==> config.mk <==
export PLATFORM = sky130hd
export DESIGN_NAME = l2_way_control
export DESIGN_NICKNAME = d
export VERILOG_FILES = /design/src/rtl/l2_pkg.sv /design/src/rtl/l2_victim_select.sv /design/src/rtl/l2_way_control.sv
export SDC_FILE = /design/constraint.sdc
export NUM_CORES = 1
export LEC_CHECK = 0
export CAP_MARGIN = 20
export CORE_MARGIN = 5
export CORE_UTILIZATION = 25
export CTS_CLUSTER_DIAMETER = 200
export CTS_CLUSTER_SIZE = 40
export DETAILED_ROUTE_END_ITERATION = 12
export MAX_ROUTING_LAYER = met4
export SLEW_MARGIN = 40
export SYNTH_ARGS = -nofsm -noshare
export SYNTH_HDL_FRONTEND = slang
export SYNTH_SLANG_ARGS = --single-unit
==> constraint.sdc <==
create_clock -name clk -period 4.9 [get_ports clk]
set_input_delay 1.225 -clock clk [delete_from_list [all_inputs] [get_ports clk]]
set_output_delay 1.225 -clock clk [all_outputs]
set_load 0.1 [all_outputs]
==> src/rtl/l2_pkg.sv <==
// Shared types and helpers for the L2 way controller: FSM states, address-mux
// encodings and packed-age extraction.
package l2_pkg;

  typedef enum logic [1:0] {
    IDLE  = 2'd0,
    EVICT = 2'd1,
    FILL  = 2'd2
  } l2_state_t;

  localparam logic [1:0] ADDR_SEL_REQ    = 2'b00;
  localparam logic [1:0] ADDR_SEL_VICTIM = 2'b01;

  // Widest supported configuration is 16 ways x 4-bit ages.
  localparam int MAX_AGE_BITS = 64;
  localparam int AGE_W        = 4;

  // Age of way w from a packed age vector with aw bits per way.
  function automatic logic [AGE_W-1:0] age_of(input logic [MAX_AGE_BITS-1:0] ages,
                                              input int w, input int aw);
    logic [MAX_AGE_BITS-1:0] sh;
    sh = ages >> (w * aw);
    return sh[AGE_W-1:0] & AGE_W'((1 << aw) - 1);
  endfunction

endpackage

==> src/rtl/l2_victim_select.sv <==
// Combinational victim choice: lowest-index invalid way, otherwise the
// lowest-index way carrying the LRU age (WAYS-1).
module l2_victim_select
  import l2_pkg::*;
#(
  parameter int WAYS = 4,
  parameter int AW   = $clog2(WAYS)
) (
  input  logic [WAYS-1:0]    valid_out,
  input  logic [WAYS*AW-1:0] lru_age,
  output logic [AW-1:0]      victim
);

  logic [AW-1:0] inv_idx;
  logic [AW-1:0] lru_idx;
  logic          any_inv;

  // Scanning downwards lets the lowest matching index win.
  always_comb begin
    inv_idx = '0;
    lru_idx = '0;
    any_inv = 1'b0;
    for (int w = WAYS - 1; w >= 0; w--) begin
      if (!valid_out[w]) begin
        inv_idx = AW'(w);
        any_inv = 1'b1;
      end
      if (age_of(MAX_AGE_BITS'(lru_age), w, AW) == AGE_W'(WAYS - 1))
        lru_idx = AW'(w);
    end
    victim = any_inv ? inv_idx : lru_idx;
  end

endmodule

==> src/rtl/l2_way_control.sv <==
// WAYS-way write-back L2 control FSM: hit detection, true-LRU update strobes,
// registered victim, EWB write-back sequencing, fill and saturating counters.
module l2_way_control
  import l2_pkg::*;
#(
  parameter int WAYS  = 4,
  parameter int AW    = $clog2(WAYS),
  parameter int CNT_W = 16
) (
  input  logic                clk,
  input  logic                rst,
  input  logic                pmem_read,
  input  logic                pmem_write,
  input  logic                physical_resp,
  input  logic [WAYS-1:0]     valid_out,
  input  logic [WAYS-1:0]     dirty_out,
  input  logic [WAYS-1:0]     hit_vec,
  input  logic [WAYS*AW-1:0]  lru_age,
  input  logic                ewb_empty,
  input  logic                fill_ready,
  input  logic                clr_hits,
  input  logic                clr_miss,
  output logic                pmem_resp,
  output logic                physical_read,
  output logic                physical_write,
  output logic                load_ewb,
  output logic                l2_evict,
  output logic [WAYS-1:0]     data_write,
  output logic [WAYS-1:0]     tag_write,
  output logic [WAYS-1:0]     valid_write,
  output logic [WAYS-1:0]     dirty_write,
  output logic [WAYS-1:0]     lru_inc,
  output logic [WAYS-1:0]     lru_clr,
  output logic                dirty_write_val,
  output logic                wdatamux_sel,
  output logic [AW-1:0]       way_sel,
  output logic [1:0]          addr_sel,
  output logic [CNT_W-1:0]    hit_cnt,
  output logic [CNT_W-1:0]    miss_cnt
);

  l2_state_t     state_q, state_d;
  logic [AW-1:0] victim_q, victim_c, hit_idx;
  logic          ewb_loaded_q;
  logic          latch_victim, hit_inc, miss_inc;
  logic          req, hit, all_valid;
  logic [WAYS-1:0] vic_oh, younger_hit, younger_vic;

  assign req       = pmem_read | pmem_write;
  assign hit       = |hit_vec;
  assign all_valid = &valid_out;
  assign vic_oh    = WAYS'(1) << victim_q;

  l2_victim_select #(.WAYS(WAYS), .AW(AW)) u_victim (
    .valid_out (valid_out),
    .lru_age   (lru_age),
    .victim    (victim_c)
  );

  always_comb begin
    hit_idx = '0;
    for (int w = WAYS - 1; w >= 0; w--)
      if (hit_vec[w]) hit_idx = AW'(w);
  end

  // Ways younger than the way being promoted to MRU age by one.
  always_comb begin
    younger_hit = '0;
    younger_vic = '0;
    for (int w = 0; w < WAYS; w++) begin
      younger_hit[w] = age_of(MAX_AGE_BITS'(lru_age), w, AW) <
                       age_of(MAX_AGE_BITS'(lru_age), int'(hit_idx), AW);
      younger_vic[w] = age_of(MAX_AGE_BITS'(lru_age), w, AW) <
                       age_of(MAX_AGE_BITS'(lru_age), int'(victim_q), AW);
    end
  end

  always_ff @(posedge clk or posedge rst) begin
    if (rst) begin
      state_q      <= IDLE;
      victim_q     <= '0;
      ewb_loaded_q <= 1'b0;
    end else begin
      state_q      <= state_d;
      if (latch_victim) victim_q <= victim_c;
      ewb_loaded_q <= (state_q == EVICT) ? (ewb_loaded_q | load_ewb) : 1'b0;
    end
  end

  // Everything is gated by rst so strobes drop in the same cycle it rises.
  always_comb begin
    state_d         = state_q;
    latch_victim    = 1'b0;
    hit_inc         = 1'b0;
    miss_inc        = 1'b0;
    pmem_resp       = 1'b0;
    physical_read   = 1'b0;
    physical_write  = 1'b0;
    load_ewb        = 1'b0;
    l2_evict        = 1'b0;
    data_write      = '0;
    tag_write       = '0;
    valid_write     = '0;
    dirty_write     = '0;
    lru_inc         = '0;
    lru_clr         = '0;
    dirty_write_val = 1'b0;
    wdatamux_sel    = 1'b0;
    way_sel         = '0;
    addr_sel        = ADDR_SEL_REQ;
    if (!rst) begin
      unique case (state_q)
        IDLE: begin
          if (req && hit) begin
            pmem_resp = 1'b1;
            lru_clr   = hit_vec;
            lru_inc   = younger_hit;
            hit_inc   = pmem_read;
            if (pmem_write) begin
              data_write      = hit_vec;
              dirty_write     = hit_vec;
              dirty_write_val = 1'b1;
            end
          end else if (req) begin
            latch_victim = 1'b1;
            state_d      = (all_valid && dirty_out[victim_c]) ? EVICT : FILL;
          end
        end
        EVICT: begin
          way_sel        = victim_q;
          addr_sel       = ADDR_SEL_VICTIM;
          l2_evict       = 1'b1;
          physical_write = 1'b1;
          load_ewb       = ewb_empty && !ewb_loaded_q;
          if (physical_resp) begin
            dirty_write = vic_oh;
            state_d     = FILL;
          end
        end
        FILL: begin
          if (fill_ready) begin
            physical_read = 1'b1;
            wdatamux_sel  = 1'b1;
            way_sel       = victim_q;
            if (physical_resp) begin
              data_write  = vic_oh;
              tag_write   = vic_oh;
              valid_write = vic_oh;
              lru_clr     = vic_oh;
              lru_inc     = younger_vic;
              miss_inc    = 1'b1;
              state_d     = IDLE;
            end
          end
        end
        default: state_d = IDLE;
      endcase
    end
  end

  // Saturating counters; a clear wins over a same-cycle increment.
  always_ff @(posedge clk or posedge rst) begin
    if (rst) begin
      hit_cnt  <= '0;
      miss_cnt <= '0;
    end else begin
      if (clr_hits)                      hit_cnt <= '0;
      else if (hit_inc && hit_cnt != '1) hit_cnt <= hit_cnt + 1'b1;
      if (clr_miss)                        miss_cnt <= '0;
      else if (miss_inc && miss_cnt != '1) miss_cnt <= miss_cnt + 1'b1;
    end
  end

endmodule

==> Yosys cells after proc, flatten, opt, wreduce, memory -nomap -nowiden <==
Cells that the tools add are included.
{ "totals": {"input_bits": 29, "word_cells": 126, "out_inout_bits": 67, "ff_bits": 37} }
{ "op_classes": {"eq_ne": 13, "shift": 3, "n_bitwise": 3, "reduce_logical": 12, "addsub": 2, "order_cmp": 9, "n_mux": 79} }
{ "ops": {"columns": ["operator", "n"], "rows": [
  ["two-way mux 16 bit", 4],
  ["two-way mux 4 bit", 14],
  ["two-way mux 2 bit", 21],
  ["two-way mux 1 bit", 33],
  ["adder 16 x 1 -> 16 bit (second input constant)", 2],
  ["inequality test 16 bit (second input constant)", 2],
  ["case mux 4 bit (2 select lines)", 4],
  ["less-than comparator 2 bit", 8],
  ["right shift 8 x 3 -> 2 bit", 2],
  ["== test 2 bit (second input constant)", 5],
  ["inequality test 2 bit (second input constant)", 5],
  ["case mux 2 bit (3 select lines)", 1],
  ["AND reduction 6 bit", 1],
  ["logical AND 1 bit", 5],
  ["case mux 2 bit (2 select lines)", 1],
  ["AND reduction 4 bit", 1],
  ["nonzero test 2 bit", 2],
  ["OR reduction 4 bit", 1],
  ["left shift 1 x 2 -> 4 bit (first input constant)", 1],
  ["less-than comparator 2 x 3 -> 1 bit (second input constant)", 1],
  ["binary-select mux 1 bit (select 2 bit)", 1],
  ["== test 2 x 1 -> 1 bit (second input constant)", 1],
  ["logical NOT 2 bit", 1],
  ["bitwise OR 1 bit", 2],
  ["other kinds (2)", 2]
]} }

==> Logic depth before layout (Yosys ltp) <==
Gate-level depths: netlist (run 1).
{ "logic_depth": {"word_depth": 13, "mapped_depth": 9, "ltp_nobuf": 8} }

==> By module <==
From an unflattened synthesis (run 1), not the netlist that was laid out.
{ "hier_totals": {"cells_unflattened": 334, "hier_area_um2": 2829.0} }
{ "modules_own_cells": {"columns": ["module", "cells_each", "area_each_um2", "instances", "seq_area_each_um2"], "rows": [
  ["l2_way_control", 321, 2757.6, 1, 925.9],
  ["l2_victim_select", 13, 71.3, 1, 0.0]
]} }

==> Least setup slack after synthesis (run 1) <==
Ideal clock, no wire load.
{ "synth_timing": {"path_type": "input -> output", "start": "input port rst", "end": "output port valid_write[1]", "cell_stages": 5, "arrival_ps": 6036, "path_slack_ps": -2361, "path_cell_list": "inv_1 and3_1 nand2_1 nor3_1 buf_4"} }
{ "synth_between": {"elab_chain_cells": 1} }
{ "synth_rtl": {"columns": ["item", "line", "text"], "rows": [
  ["from (decl)", "l2_way_control.sv:11", "input logic rst,"],
  ["two-way mux 4 bit", null, null],
  ["to (decl)", "l2_way_control.sv:30", "output logic [WAYS-1:0] valid_write,"]
]} }
No other way between the ends.

==> Worst setup path in the final report (run 1) <==
{ "layout_timing": {"start": "input port hit_vec[2]", "end": "output port lru_inc[1]"} }
{ "layout_between": {"elab_chain_cells": 8, "elab_cells_between_ends": 10} }
{ "layout_rtl": {"columns": ["item", "line", "text"], "rows": [
  ["from (decl)", "l2_way_control.sv:17", "input logic [WAYS-1:0] hit_vec,"],
  ["two-way mux 2 bit (3 in series)", "l2_way_control.sv:63", "if (hit_vec[w]) hit_idx = AW'(w);"],
  ["right shift 8 x 3 -> 2 bit", "l2_pkg.sv:22", "sh = ages >> (w * aw);"],
  ["less-than comparator 2 bit", "l2_way_control.sv:71", "younger_hit[w] = age_of(MAX_AGE_BITS'(lru_age), w, AW) <"],
  ["two-way mux 4 bit *", "l2_way_control.sv:114", "if (req && hit) begin"],
  ["case mux 4 bit (2 select lines) *", "l2_way_control.sv:112", "unique case (state_q)"],
  ["two-way mux 4 bit *", "l2_way_control.sv:111", "if (!rst) begin"],
  ["to (decl)", "l2_way_control.sv:32", "output logic [WAYS-1:0] lru_inc,"]
]} }
Every way passes the cells marked *; elsewhere a longest branch is shown, timed or not.

==> results.md, run 1 <==
- TNS Setup: 0 ps
- Initial antenna violation count: 0
- Storage element area: 926 sq um
- Fin crit period: 4560 ps
- Vias in the first global route: 2678
- Die Ht: 115 um
- Async S/R FF share, synth: 100%
- CTS buffer count: 5
- Area of the multi-input gates: roughly 1800 sq um
- Crit end category: output port
- Yosys cell types: 58
- Top_reg_cell synth: dfrtp_1
- GR Layer Usage met3: under 10%
- Pleak: 1.71 nW
- Maximum vdd drop: 94.8 uV
- Routed Antenna Nets: 0
- Fill cells: 1101
- Worst hold path class: flop to flop
- Pwr/cell area: ~200 nW/um^2
- Postcts setup bufs: 0
- TritonCTS clock tree: built
- Routability-driven placement congestion ratio: 0.831
- Wire per inst: 15.3 um
- Chip Width: roughly 110 um
- Area of the die: between 10000 and 15000 sq um
- GRT overflow: 0
- Max Clk Rate: 219 MHz
- Required time of the worst setup path: 3670 ps
- Warnings, synthesis: 0
- Layout Skew: 8.45 ps
- Worst Tran Pin Value: 623 ps
- HPWL Detailed: 6870 um
- Final worst path period share: between 90% and 100%
- Vias: roughly 2700
- Sink Count: 37
- Max cap viols: 0
- Largest area contributor in the netlist: dfrtp_1
- End-of-flow core utilization: 37.2%
- Hold Buf Count CTS: 0
- Cell row count: 38
- Hold Vio Cnt, Final: 0
- Worst-path clk slew: 70 ps
- Layout area overhead: 46.5%
- Outcome: finished clean
- Port Buf Inserts: 94
- Top cell type's share of synthesized area: 33.6%
- Placed Cells: around 550
- Total GRT Usage: 13.4%
- RSZ-0062 raised after global routing: false
- CP max FO: 8
- Post-cts resize count: 0
- Flops & latches, synth: 37
- Busiest grt layer: met2
- Mapped Cells: 328
- Clk Tree Root Cell: clkbuf_8
- Core area: 10800 sq um
- Starting density of the core: 25.4%
- CP Launch Type: input pin
- Via/cell ratio: 4.92
- Mapped Nets: 366
- Post-synth EDFFs: 0
- DRT iter0 DRCs: roughly 120
- Fin cells: 557
- M2 GR Usage: 20.4%
- Most frequent cell after synthesis: dfrtp_1
- Commonest cells post-synth: dfrtp_1, nor2_1, nand2_1, a21oi_1, nand3_1
- Bufs on Longest Clock Path: 2
- # diodes: 0
- First-pass GRT wire length: 14000 um
- Syn Std Cell Area: 2750 sq um
- Final slew viol count: 0
- Slew Limit Headroom: 58.3%
- H-tree Lvls: 2
- Pin count of the biggest net entering global routing: 34
- Syn Area/Cell: 8.40 sq um
- Crit Path Class: input pin to output port
- Final wirelength: 8530 um
- Most area-consuming cells after synthesis: dfrtp_1, nor2_1, a21oi_1, xor2_1, nand3_1
- Layout cell share with drive strength beyond 1: 24.7%
- Clock Latency Late Sink: 290 ps
- CP arrival: 3330 ps
- Drt drc: 0
- GRT met1 Usage: 17.9%
- 1st-pass router iterations: 4
- I/O pin count: 96
- Total Nets Final: 454
- Finish-stage setup viols: 0
- Register area share after synthesis: 33.6%
==> area by class of cell <==
type / count / share of cell area, %
Clock buffer: 5 / 1.71
Timing Repair Buffer: 100 / 25.5
Sequential cell: 37 / 22.9
Clock inverter: 3 / 0.434
Multi-Input combinational cell: 262 / 44.1
Inverter: 10 / 1.02
Tap cell: 140 / 4.34
==> through the flow <==
| step | cell area [sq um] | worst slack (ps) | power [mW] | hold WS (ps) |
|---|---|---|---|---|
| after CTS | 4040 | 309 | 0.825 | 523 |
| final | 4040 | 342 | 0.811 | 520 |
| after floorplan | 2850 | 17.4 | 0.519 | 477 |
| after global routing | 4040 | 165 | 0.859 | 553 |
| after global placement | 4110 | 397 | 0.603 | 491 |
| after detailed placement | 3950 | 303 | 0.605 | 505 |
==> state kept, by name, indices dropped and copies added, names as in the netlist <==
| register | cells |
|---|---|
| hit_cnt | 16 |
| victim_q | 2 |
| ewb_loaded_q | 1 |
| state_q | 2 |
| miss_cnt | 16 |
==> worst paths after layout <==
check | to | startpoint | slack [ps] | cells past startpoint
min | ewb_loaded_q | ewb_loaded_q | 520 | 2
min reg2reg | ewb_loaded_q | ewb_loaded_q | 520 | 2
max in group asynchronous | miss_cnt[11] | rst | 2960 | 3
min in group asynchronous | state_q[1] | rst | 1250 | 2
max | lru_inc[1] | hit_vec[2] | 340 | 8
max reg2reg | hit_cnt[7] | state_q[0] | 2530 | 8
==> cell usage in the layout, fill, tap and decap left out, types with 4 or more instances in the layout <==
master            n
dfrtp_1          37
nor2_1           35
buf_2            32
clkdlybuf4s50_1  28
nand2_1          27
a21oi_1          25
nand3_1          24
buf_12           23
buf_4            17
xor2_1           14
o21ai_0          10
xnor2_1          10
inv_1             9
ha_1              9
nand4_1           8
nor3_1            7
mux2i_1           6
and3_1            6
and2_1            5
or3_1             5
clkbuf_8          5
nor2b_1           4
maj3_1            4
==> where the power goes <==
group / internal [mW] / total, mW / switching, mW / leakage [nW]
Combinational: 0.0967 / 0.270 / 0.174 / 1.16
Sequential: 0.310 / 0.328 / 0.0179 / 0.513
Clock: 0.0983 / 0.213 / 0.115 / 0.0439
==> critical path, cell delays in order <==
cell and delay (ps):
clkdlybuf4s50_1 620, nor3b_1 100, o31ai_2 250, o21ai_1 130, or2_0 230, maj3_1 400
o32ai_4 170, buf_12 210
==> layer usage <==
metal  up-vias  routed length [um]  part of all wire [%]
met5         -                   0                     0
met2        76                3890                    46
met4         0                  92                   1.1
li1       1353                   -                     -
met3         8                 532                   6.2
met1      1304                4020                    47
==> cells by family after synthesis <==
| group | after synthesis | synth area share [%] |
|---|---|---|
| fa+ha+maj | 13 | 5.54 |
| buf+inv | 29 | 5.18 |
| flops | 37 | 33.6 |
| other cells | 1 | 0.136 |
| compound gates | 68 | 16.6 |
| simple gates | 149 | 28.3 |
| xor+xnor | 24 | 7.63 |
| mux | 7 | 3.00 |
Note: power is estimated with default switching activity, not from simulation.
==> run 2, diff against run 1 <==
--- a/config.mk
+++ b/config.mk
@@ -8,10 +8,10 @@
 export CAP_MARGIN = 20
 export CORE_MARGIN = 5
 export CORE_UTILIZATION = 25
-export CTS_CLUSTER_DIAMETER = 200
 export CTS_CLUSTER_SIZE = 40
 export DETAILED_ROUTE_END_ITERATION = 12
 export MAX_ROUTING_LAYER = met4
+export SKIP_CTS_REPAIR_TIMING = 1
 export SLEW_MARGIN = 40
 export SYNTH_ARGS = -nofsm -noshare
 export SYNTH_HDL_FRONTEND = slang
==> results of run 2 <==
The final DEF is identical to that of run 1; final timing and power are the same.
==> run 3, diff against run 2 <==
--- a/config.mk
+++ b/config.mk
@@ -11,6 +11,7 @@
 export CTS_CLUSTER_SIZE = 40
 export DETAILED_ROUTE_END_ITERATION = 12
 export MAX_ROUTING_LAYER = met4
+export REMOVE_ABC_BUFFERS = 1
 export SKIP_CTS_REPAIR_TIMING = 1
 export SLEW_MARGIN = 40
 export SYNTH_ARGS = -nofsm -noshare
==> run 3 against run 2 <==
Non-clock buffer count grew 1. Critical path depth is the same. Sequential share of layout area grew 0.54 points. Hold slack gained 3.3 ps. Register-to-register slack gained 60 ps. Sequential power is essentially flat. Clock power shrank 2%. Utilization shrank 0.85 points. Design area shrank 2.3%. Global-route usage shrank 0.54 points. Combinational power shrank 5%. Largest power group unchanged. Highest routed layer unchanged.
==> results.md, run 3 (same netlist as run 1, synthesis figures left out) <==
- Worst Tran Pin Value: between 600 and 700 ps
- Pleak: about 1.7 nW
- Routability-driven placement congestion ratio: 0.826
- Total Nets Final: 455
- Maximum vdd drop: 80.8 uV
- R2r endpoint: hit_cnt[7]
- Placed Cells: 550
- Final worst path period share: 94.5%
- Layout area overhead: 43.2%
- Commonest non-fill, non-tap cell in the layout: dfrtp_1
- Die Ht: ~110 um
- Slowest cell on crit path: clkdlybuf4s50_1
- HPWL Detailed: 6750 um
- Worst setup startpoint: hit_vec[3]
- First-pass GRT wire length: ~13000 um
- Cell row count: 38
- CTS buffer count: 5
- Max Clk Rate: 216 MHz
- Bufs on Longest Clock Path: 2
- 1st-pass router iterations: 4
- Hold Vio Cnt, Final: 0
- CP Buf/Inv Count: 2
- Initial antenna violation count: 0
- Cell family with most CP delay: buffers and inverters
- # diodes: 0
- I/O pin count: 96
- Fin cells: 558
- Worst hold path class: flop to flop
- Worst r2r path cells: 8
- H-tree Lvls: 2
- Via/cell ratio: 4.95
- Vias: ~2800
- Routed Antenna Nets: 0
- Drt drc: 0
- Crit end category: output port
- Layout cell share with drive strength beyond 1: 22.2%
- Outcome: finished clean
- Critical Path Stages: 8
- Required time of the worst setup path: roughly 3700 ps
- FF-to-FF setup slack: 2590 ps
- Most frequent cells in the layout: dfrtp_1, nor2_1, buf_2, nand2_1, clkdlybuf4s50_1
- CP arrival: ~3400 ps
- CP endpoint: lru_inc[3]
- Core area: 10800 sq um
- Vias in the first global route: between 2000 and 3000
- Total GRT Usage: 12.9%
- Starting density of the core: 25.4%
- End-of-flow core utilization: 36.4%
- Reg2Reg Launch Point: state_q[0]
- GRT overflow: 0
- Final wirelength: 8620 um
- Wire per inst: 15.4 um
- Fin crit period: around 4600 ps
- TritonCTS clock tree: built
- Final slew viol count: 0
- Crit Path Class: input pin to output port
- RSZ-0062 raised after global routing: false
- Port Buf Inserts: 94
- Max cap viols: 0
- Slew Limit Headroom: 55.6%
- Sink Count: 37
- CP Launch Type: input pin
- Finish-stage setup viols: 0
- Leading registers by flop count: hit_cnt (16), miss_cnt (16)
- Clock Latency Late Sink: 280 ps
- Area of the die: 13200 sq um
- Pin count of the biggest net entering global routing: 42
- Clk Tree Root Cell: clkbuf_8
- Chip Width: roughly 110 um
- Worst-path clk slew: 70 ps
- CP Cell Sequence: clkdlybuf4s50_1 > nor3b_1 > o31ai_2 > o21ai_1 > or2_0 > maj3_1 > o32ai_1 > buf_12
- CP max FO: 7
- Max incr delay on CP: around 530 ps
- DRT iter0 DRCs: approximately 160
- Pwr/cell area: 201 nW/um^2
- Layout Skew: 9.41 ps
run 3: per-layer routing:
layer  track usage [%]  vias up  wire length (um)  part of all wire [%]
met1              17.8     1332              4020                    47
met5                 -        -                 0                     0
li1                  -     1350                 -                     -
met4              2.35        0                59                  0.68
met3              2.63        8               392                   4.5
met2              19.8       73              4150                    48
run 3: how the worst min path moves through the flow:
stage,startpoint,end,slack (ps),cells after the start
floorplan,ewb_loaded_q,ewb_loaded_q,480,2
global placement,ewb_loaded_q,ewb_loaded_q,500,2
detailed placement,ewb_loaded_q,ewb_loaded_q,500,2
CTS,ewb_loaded_q,ewb_loaded_q,520,2
global route,ewb_loaded_q,ewb_loaded_q,570,2
finish,ewb_loaded_q,ewb_loaded_q,520,2
run 3: per-stage QoR:
step	instance area [sq um]	total power, mW	setup WS, ps	setup TNS (ps)	hold slack (ps)
4_1_cts	3940	0.806	266	0	524
6_report	3940	0.793	269	0	523
5_1_grt	3940	0.838	155	0	575
3_3_place_gp	4020	0.588	347	0	496
3_5_place_dp	3860	0.591	283	0	501
2_1_floorplan	2650	0.492	-4480	-38140	477
run 3: cell type report:
type	instances	area [sq um]
clock buffer	6	72.6
clock inverter	2	10.0
fill	1117	6900
inverter	10	37.5
multi-input combinational	262	1690
sequential	37	926
tap	140	175
timing repair buffer	101	1040
run 3: worst reg2reg max path, cell delays in order, from the launching register on:
cell,delay (ps)
dfrtp_1,410
inv_1,90
ha_1,400
o21a_2,270
nand3_2,190
a211oi_4,460
nand3_1,150
xnor2_1,170
nor2_1,60
run 3: power by group:
part,switching [mW],internal (mW)
logic,0.164,0.0929
registers,0.0168,0.310
clock network,0.110,0.0988
